## src/rtl/div_unit.sv

```systemverilog
// Iterative RV32M divide/remainder (DIV, DIVU, REM, REMU); restoring radix-2, result WIDTH+1 edges after accept.
// No backpressure: start is ignored while busy; result/zero_flag hold until the next operation completes.
module div_unit #(
   parameter int WIDTH = 32
) (
   input  logic             clk,
   input  logic             rst,
   input  logic             start,
   input  logic [WIDTH-1:0] a,
   input  logic [WIDTH-1:0] b,
   input  logic [1:0]       div_op,
   output logic             busy,
   output logic             done,
   output logic [WIDTH-1:0] result,
   output logic             zero_flag
);

   localparam int CW = (WIDTH > 2) ? $clog2(WIDTH) : 1;
   localparam logic [WIDTH-1:0] INT_MIN = {1'b1, {(WIDTH-1){1'b0}}};
   localparam logic [WIDTH-1:0] ALL_ONES = {WIDTH{1'b1}};

   typedef enum logic [1:0] {
      IDLE = 2'd0,
      CALC = 2'd1,
      FIX  = 2'd2,
      DONE = 2'd3
   } state_t;

   state_t state, state_nxt;

   logic [CW-1:0]    cnt;
   logic [WIDTH-1:0] rem;
   logic [WIDTH-1:0] quo;
   logic [WIDTH-1:0] divisor;
   logic [WIDTH-1:0] a_orig;
   logic             is_rem;
   logic             q_neg;
   logic             r_neg;
   logic             div_zero;
   logic             ovf;

   logic             accept;
   logic             calc_last;
   logic             op_signed;
   logic             a_neg;
   logic             b_neg;
   logic [WIDTH-1:0] a_mag;
   logic [WIDTH-1:0] b_mag;
   logic [WIDTH:0]   rem_sh;
   logic [WIDTH:0]   trial;
   logic [WIDTH-1:0] q_fix;
   logic [WIDTH-1:0] r_fix;
   logic [WIDTH-1:0] res_fix;

   assign accept    = start && ((state == IDLE) || (state == DONE));
   assign calc_last = (cnt == CW'(WIDTH - 1));

   // Signed ops divide magnitudes; INT_MIN negates to itself, which is the correct unsigned magnitude.
   assign op_signed = ~div_op[0];
   assign a_neg     = op_signed & a[WIDTH-1];
   assign b_neg     = op_signed & b[WIDTH-1];
   assign a_mag     = a_neg ? (~a + 1'b1) : a;
   assign b_mag     = b_neg ? (~b + 1'b1) : b;

   assign rem_sh = {rem, quo[WIDTH-1]};
   assign trial  = rem_sh - {1'b0, divisor};

   // ---------------- FSM: state register ----------------
   always_ff @(posedge clk or posedge rst) begin
      if (rst) begin
         state <= IDLE;
      end else begin
         state <= state_nxt;
      end
   end

   // ---------------- FSM: next state ----------------
   always_comb begin
      state_nxt = state;
      case (state)
         IDLE:    if (start) state_nxt = CALC;
         CALC:    if (calc_last) state_nxt = FIX;
         FIX:     state_nxt = DONE;
         DONE:    state_nxt = start ? CALC : IDLE;
         default: state_nxt = IDLE;
      endcase
   end

   // ---------------- FSM: outputs ----------------
   always_comb begin
      busy = 1'b0;
      done = 1'b0;
      case (state)
         CALC:    busy = 1'b1;
         FIX:     busy = 1'b1;
         DONE:    done = 1'b1;
         default: begin
            busy = 1'b0;
            done = 1'b0;
         end
      endcase
   end

   // ---------------- Iteration counter ----------------
   always_ff @(posedge clk or posedge rst) begin
      if (rst) begin
         cnt <= '0;
      end else if (accept) begin
         cnt <= '0;
      end else if (state == CALC) begin
         cnt <= calc_last ? '0 : cnt + 1'b1;
      end
   end

   // ---------------- Operand capture and restoring iteration ----------------
   always_ff @(posedge clk or posedge rst) begin
      if (rst) begin
         rem      <= '0;
         quo      <= '0;
         divisor  <= '0;
         a_orig   <= '0;
         is_rem   <= 1'b0;
         q_neg    <= 1'b0;
         r_neg    <= 1'b0;
         div_zero <= 1'b0;
         ovf      <= 1'b0;
      end else if (accept) begin
         rem      <= '0;
         quo      <= a_mag;
         divisor  <= b_mag;
         a_orig   <= a;
         is_rem   <= div_op[1];
         q_neg    <= a_neg ^ b_neg;
         r_neg    <= a_neg;
         div_zero <= (b == '0);
         ovf      <= op_signed && (a == INT_MIN) && (b == ALL_ONES);
      end else if (state == CALC) begin
         // A clear MSB means the trial subtraction did not go negative.
         if (!trial[WIDTH]) begin
            rem <= trial[WIDTH-1:0];
            quo <= {quo[WIDTH-2:0], 1'b1};
         end else begin
            rem <= rem_sh[WIDTH-1:0];
            quo <= {quo[WIDTH-2:0], 1'b0};
         end
      end
   end

   // ---------------- Sign correction and special cases ----------------
   assign q_fix = q_neg ? (~quo + 1'b1) : quo;
   assign r_fix = r_neg ? (~rem + 1'b1) : rem;

   always_comb begin
      res_fix = is_rem ? r_fix : q_fix;
      if (div_zero) begin
         res_fix = is_rem ? a_orig : ALL_ONES;
      end else if (ovf) begin
         res_fix = is_rem ? '0 : INT_MIN;
      end
   end

   // Result only moves on the FIX->DONE edge so it stays stable through CALC.
   always_ff @(posedge clk or posedge rst) begin
      if (rst) begin
         result    <= '0;
         zero_flag <= 1'b1;
      end else if (state == FIX) begin
         result    <= res_fix;
         zero_flag <= (res_fix == '0);
      end
   end

endmodule

```

## config.mk

```make
export PLATFORM = sky130hd
export DESIGN_NAME = div_unit
export DESIGN_NICKNAME = d
export VERILOG_FILES = /design/src/rtl/div_unit.sv
export SDC_FILE = /design/constraint.sdc
export NUM_CORES = 1
export LEC_CHECK = 0
export CAP_MARGIN = 25
export CORE_MARGIN = 5
export CORE_UTILIZATION = 40
export CTS_CLUSTER_SIZE = 8
export DETAILED_ROUTE_END_ITERATION = 8
export MAX_ROUTING_LAYER = met4
export PLACE_DENSITY = 0.65
export SYNTH_ARGS = -nofsm -noshare
export SYNTH_HDL_FRONTEND = slang
export SYNTH_SLANG_ARGS = --single-unit
```

## constraint.sdc

```tcl
create_clock -name clk -period 7.9 [get_ports clk]
set_input_delay 1.185 -clock clk [delete_from_list [all_inputs] [get_ports clk]]
set_output_delay 1.185 -clock clk [all_outputs]
set_load 0.1 [all_outputs]
```

Word level (Yosys, flattened, before mapping)
Cells that the tools add are included.
Cells by class
  add/subtract/negate cells: 6
  equality and inequality tests: 8
  mux-type cells: 24
  bitwise gates (word level): 8
  reductions and logical operators: 10
Operator list (count)
  $mux W32: 14
  $add A32 B1 Y32 const B: 4
  $not A32 Y32: 4
  $eq A32 B32 Y1 const B: 2
  $logic_not A32 Y1: 2
  $sub A33 B32 Y33: 1
  $mux W5: 3
  $pmux W2 S4: 1
  $add A5 B1 Y5 const B: 1
  $eq A5 B5 Y1 const B: 1
  $eq A2 B2 Y1 const B: 2
  $mux W1: 4
  $mux W2: 2
  $ne A2 B2 Y1 const B: 2
  $logic_and A1 B1 Y1: 3
  $and A1 B1 Y1: 2
  $eq A2 B1 Y1 const B: 1
  $logic_not A2 Y1: 1
  $reduce_and A2 Y1: 1
  $reduce_bool A2 Y1: 1
  $reduce_or A2 Y1: 1
  $logic_or A1 B1 Y1: 1
  $not A1 Y1: 1
  $xor A1 B1 Y1: 1
Word-level totals
  bits in registers: 173
  input bits: 69
  word-level logic and storage cells: 69

Depth between registers and ports, before layout
  depth in word-level cells: 7
  depth in mapped cells: 14

Least setup slack after synthesis
No wires, ideal clock.
  path type: register -> register
  start: register quo[31]
  end: register rem[11]
  library setup time: 0.137 ns
  data arrival time: 3.194 ns
  slack: 4.569 ns
  stages on the path, launching flop included: 15
  path buffers: 2
  clock period less this slack: 3.331 ns
  path through: dfrtp_1 -> inv_1 -> ha_1 -> inv_1 -> fa_1 -> a21o_1 -> a21o_1 -> o21ba_2 -> o211ai_1 -> a21oi_1 -> o311ai_1 -> buf_2 -> buf_2 -> mux2i_1 -> a21oi_1
Between the ends
  word-level cells in the longest chain between the ends: 4
RTL lines
  from (decl): line 33  | logic [WIDTH-1:0] quo;
  from (signal assigned): line 129  | quo <= a_mag;
  from (signal assigned): line 141  | quo <= {quo[WIDTH-2:0], 1'b1};
  from (signal assigned): line 144  | quo <= {quo[WIDTH-2:0], 1'b0};
  $sub A33 B32 Y33: line 66  | assign trial = rem_sh - {1'b0, divisor};
  $mux W32: line 139  | if (!trial[WIDTH]) begin
  $mux W32: line 137  | end else if (state == CALC) begin
  $mux W32: line 127  | end else if (accept) begin
  to (signal assigned): line 140  | rem <= trial[WIDTH-1:0];
  to (signal assigned): line 143  | rem <= rem_sh[WIDTH-1:0];
  to (decl): line 32  | logic [WIDTH-1:0] rem;
No other way between the ends. The select of a mux whose other input is x is not followed.
A chain may end at the register's enable or synchronous reset.

Worst setup path after layout
  start: register quo[31]
  end: register rem[15]
Same word-level chain as after synthesis.

==> impl_metrics.py <==
metrics = {
    "clocking": {
        "clk_latency_ns": 0.45,
        "cts_hold_buf": 0,
        "ctsResizeCount": 0,
        "clkSlewWorstSetupHoldPaths_ns": 0.07,
        "htree_num_levels": 4,
        "cts-buffers-inserted": 17,
        "postCtsSetupBuffers": 0,
        "clock_path_buffers": 2,
        "cts_root_buffer": "clkbuf_16",
        "cts_tree": "built",
        "clock_sinks": 173,
    },
    "synth": {
        "synth_common_cells": "nand2_1, dfrtp_1, o21ai_0",
        "yosysWarnings": 0,
        "async_flop_share_pct": 100,
        "synth.area.top_cells": "dfrtp_1, nand2_1, o21ai_0",
        "synth_top_area_share_pct": 32.9,
        "synth-seq-cells": 173,
        "avgSynthCellArea_um2": 8.11,
        "synth_seq_area_share_pct": 33.1,
        "synth.distinct_cells": 76,
        "yosysMostFrequentCell": "nand2_1",
        "synth_area_leader_cell": "dfrtp_1",
        "synth-edff-count": 0,
        "synth_ff_type": "dfrtp_1",
        "synth_area_um2": 13100,
        "synth_cells": 1612,
        "syn-num-nets": 1726,
    },
    "final_layout": {
        "nets": 1756,
        "final_cells": 2096,
        "drive_gt1_share_pct": 5.62,
        "diodes": 0,
        "syn_to_final_growth_pct": 15.1,
    },
    "timing": {
        "fin_setup_tns_ns": 0,
        "report.final.slew_viol_count": 0,
        "fmax_ghz": 0.235,
        "period_minus_slack_ns": 4.26,
        "fin_crit_sh_pct": 53.9,
        "setup_violations": 0,
        "relSlewSlack_pct": 28.3,
        "finalHoldViolCount": 0,
        "rsz0062_at_grt": "no",
        "worst_pin_slew_ns": 1.07,
        "fin_hold_ws_ns": 0.478,
        "finClkSkew_ns": 0.0140,
    },
    "detailed_routing": {
        "wl_um": 39700,
        "routed-via-count": 12200,
        "postRouteAntennaNets": 0,
        "post_drt_wl_per_cell_um": 18.9,
        "dr.first_iter.drc_count": 1087,
        "route.detailed.drc": 0,
        "dr.pass1.iters": 6,
        "detail_route.vias_per_cell": 5.80,
    },
    "worst_hold_path": {
        "min_to": "a_orig[14]$_DFFE_PP0P_",
        "hold_depth": 2,
        "min_path_type": "reg2reg",
        "min-delay-start": "a_orig[14]$_DFFE_PP0P_",
    },
    "global_route": {
        "grt_pass1_vias": 11700,
        "grt_usage_pct": 22.2,
        "grt_pass1_wl_um": 63300,
        "grt_max_degree": 107,
        "antenna_found_initial": 0,
        "grt-ovfl-total": 0,
    },
    "placement": {
        "port_buffers": 103,
        "hpwlAfterDp_um": 29300,
        "placedCellCount": 2063,
        "gp_congestion": 0.945,
    },
    "critical_path": {
        "rrSetupSlack_ns": 3.64,
        "path_cells": "inv_1 -> ha_1 -> inv_1 -> fa_1 -> a21o_1 -> a21o_1 -> o21ba_2 -> o211ai_1 -> a21oi_1 -> o311ai_4 -> buf_4 -> nor2_1 -> a311o_1",
        "cpMaxStageDelayCell": "o211ai_1",
        "rr_startpoint": "quo[31]$_DFFE_PP0P_",
        "end_kind": "flop",
        "required_ns": 8.23,
        "path_max_fanout": 28,
        "rr_worst_depth": 13,
        "critPathKind": "reg2reg",
        "max_stage_delay_ns": 0.67,
        "critPathArrivalTime_ns": 4.58,
        "cp-start-kind": "flop",
        "reg2reg_to": "rem[15]$_DFFE_PP0P_",
    },
    "flow_run": {
        "drv_cap": 0,
    },
    "status": {
        "status": "completed",
    },
    "floorplan": {
        "die_w_um": 191,
        "dieArea_um2": 36400,
        "pin_count": 104,
        "chipHeight_um": 191,
        "initial_core_util_pct": 40.4,
        "coreArea_um2": 32400,
        "row_count": 66,
    },
}
==> cells by family (layout without fill, tap and decap cells) <==
group           after synthesis  after routing  share of synthesized area [%]
compound gates              455            455                           22.1
xor+xnor                    115            115                           7.71
simple gates                561            561                           20.7
flops                       173            173                           33.1
mux                          86             86                           6.79
fa+ha+maj                    45             45                           4.36
buf+inv                     177            219                           5.21
==> worst max-delay path by stage <==
stage,to,cells past startpoint,startpoint
3_3_place_gp,quo[28]$_DFFE_PP0P_,9,a[2]
5_1_grt,rem[2]$_DFFE_PP0P_,13,quo[31]$_DFFE_PP0P_
3_5_place_dp,quo[28]$_DFFE_PP0P_,9,a[2]
4_1_cts,rem[15]$_DFFE_PP0P_,13,quo[31]$_DFFE_PP0P_
2_1_floorplan,a_orig[0]$_DFFE_PP0P_,1,rst
6_report,rem[15]$_DFFE_PP0P_,13,quo[31]$_DFFE_PP0P_
==> sequential cells by signal, summed over array words and instances (netlist names) <==
register,cells
q_neg,1
div_zero,1
a_orig,32
result,32
cnt,5
zero_flag,1
is_rem,1
state,2
ovf,1
divisor,32
r_neg,1
quo,32
rem,32
==> per-stage QoR <==
step	cell area [um^2]	worst slack (ns)	utilization (%)
after floorplan	13100	2.03	-
after global placement	14400	3.75	44.4
after detailed placement	14400	3.62	44.4
after CTS	15000	3.72	46.4
after global routing	15000	3.46	46.5
final	15000	3.64	46.5
==> worst max-delay path, delay by kind of cell, from the launching register on <==
| kind | cells | cell delay [ns] |
|---|---|---|
| and+or+nand+nor | 1 | 0.10 |
| adders and majority gates | 2 | 0.60 |
| AOI/OAI and AO/OA | 7 | 2.37 |
| buffers and inverters | 3 | 0.68 |
| DFF | 1 | 0.37 |
==> routing by layer <==
layer	vias up	GRT usage (%)	part of all wire, %
met1	5903	29.4	45
met3	45	4.28	6.1
li1	5849	-	-
met2	358	35.3	47
met4	0	5.50	1.9
met5	-	-	0
==> layout make-up <==
cell class	count	area, um^2
Sequential cell	173	4330
Timing Repair Buffer	116	1150
Inverter	72	275
Multi-Input combinational cell	1262	8110
Clock buffer	18	439
Fill cell	3230	17300
Clock inverter	13	188
Tap cell	442	553
==> cells in the final DEF, fill, tap and decap left out, types with 15 or more instances in the layout <==
cell type and instances:
o31ai_1 23, or3_1 18, nor4_1 19, nor2b_1 15
clkbuf_16 17, a31oi_1 16, o21ai_0 153, nor2_1 116
nand2_1 212, nand2b_1 19, ha_1 42, xnor2_1 60
a21oi_1 114, nand4_1 18, nor3_1 49, dfrtp_1 172
xor2_1 55, inv_1 71, mux2_2 21, clkdlybuf4s50_1 103
nand3_1 19, mux2i_1 65, a21o_1 16
Power is not shown: default switching activity piles up to over one toggle a cycle in this logic, so the estimate is an artifact.
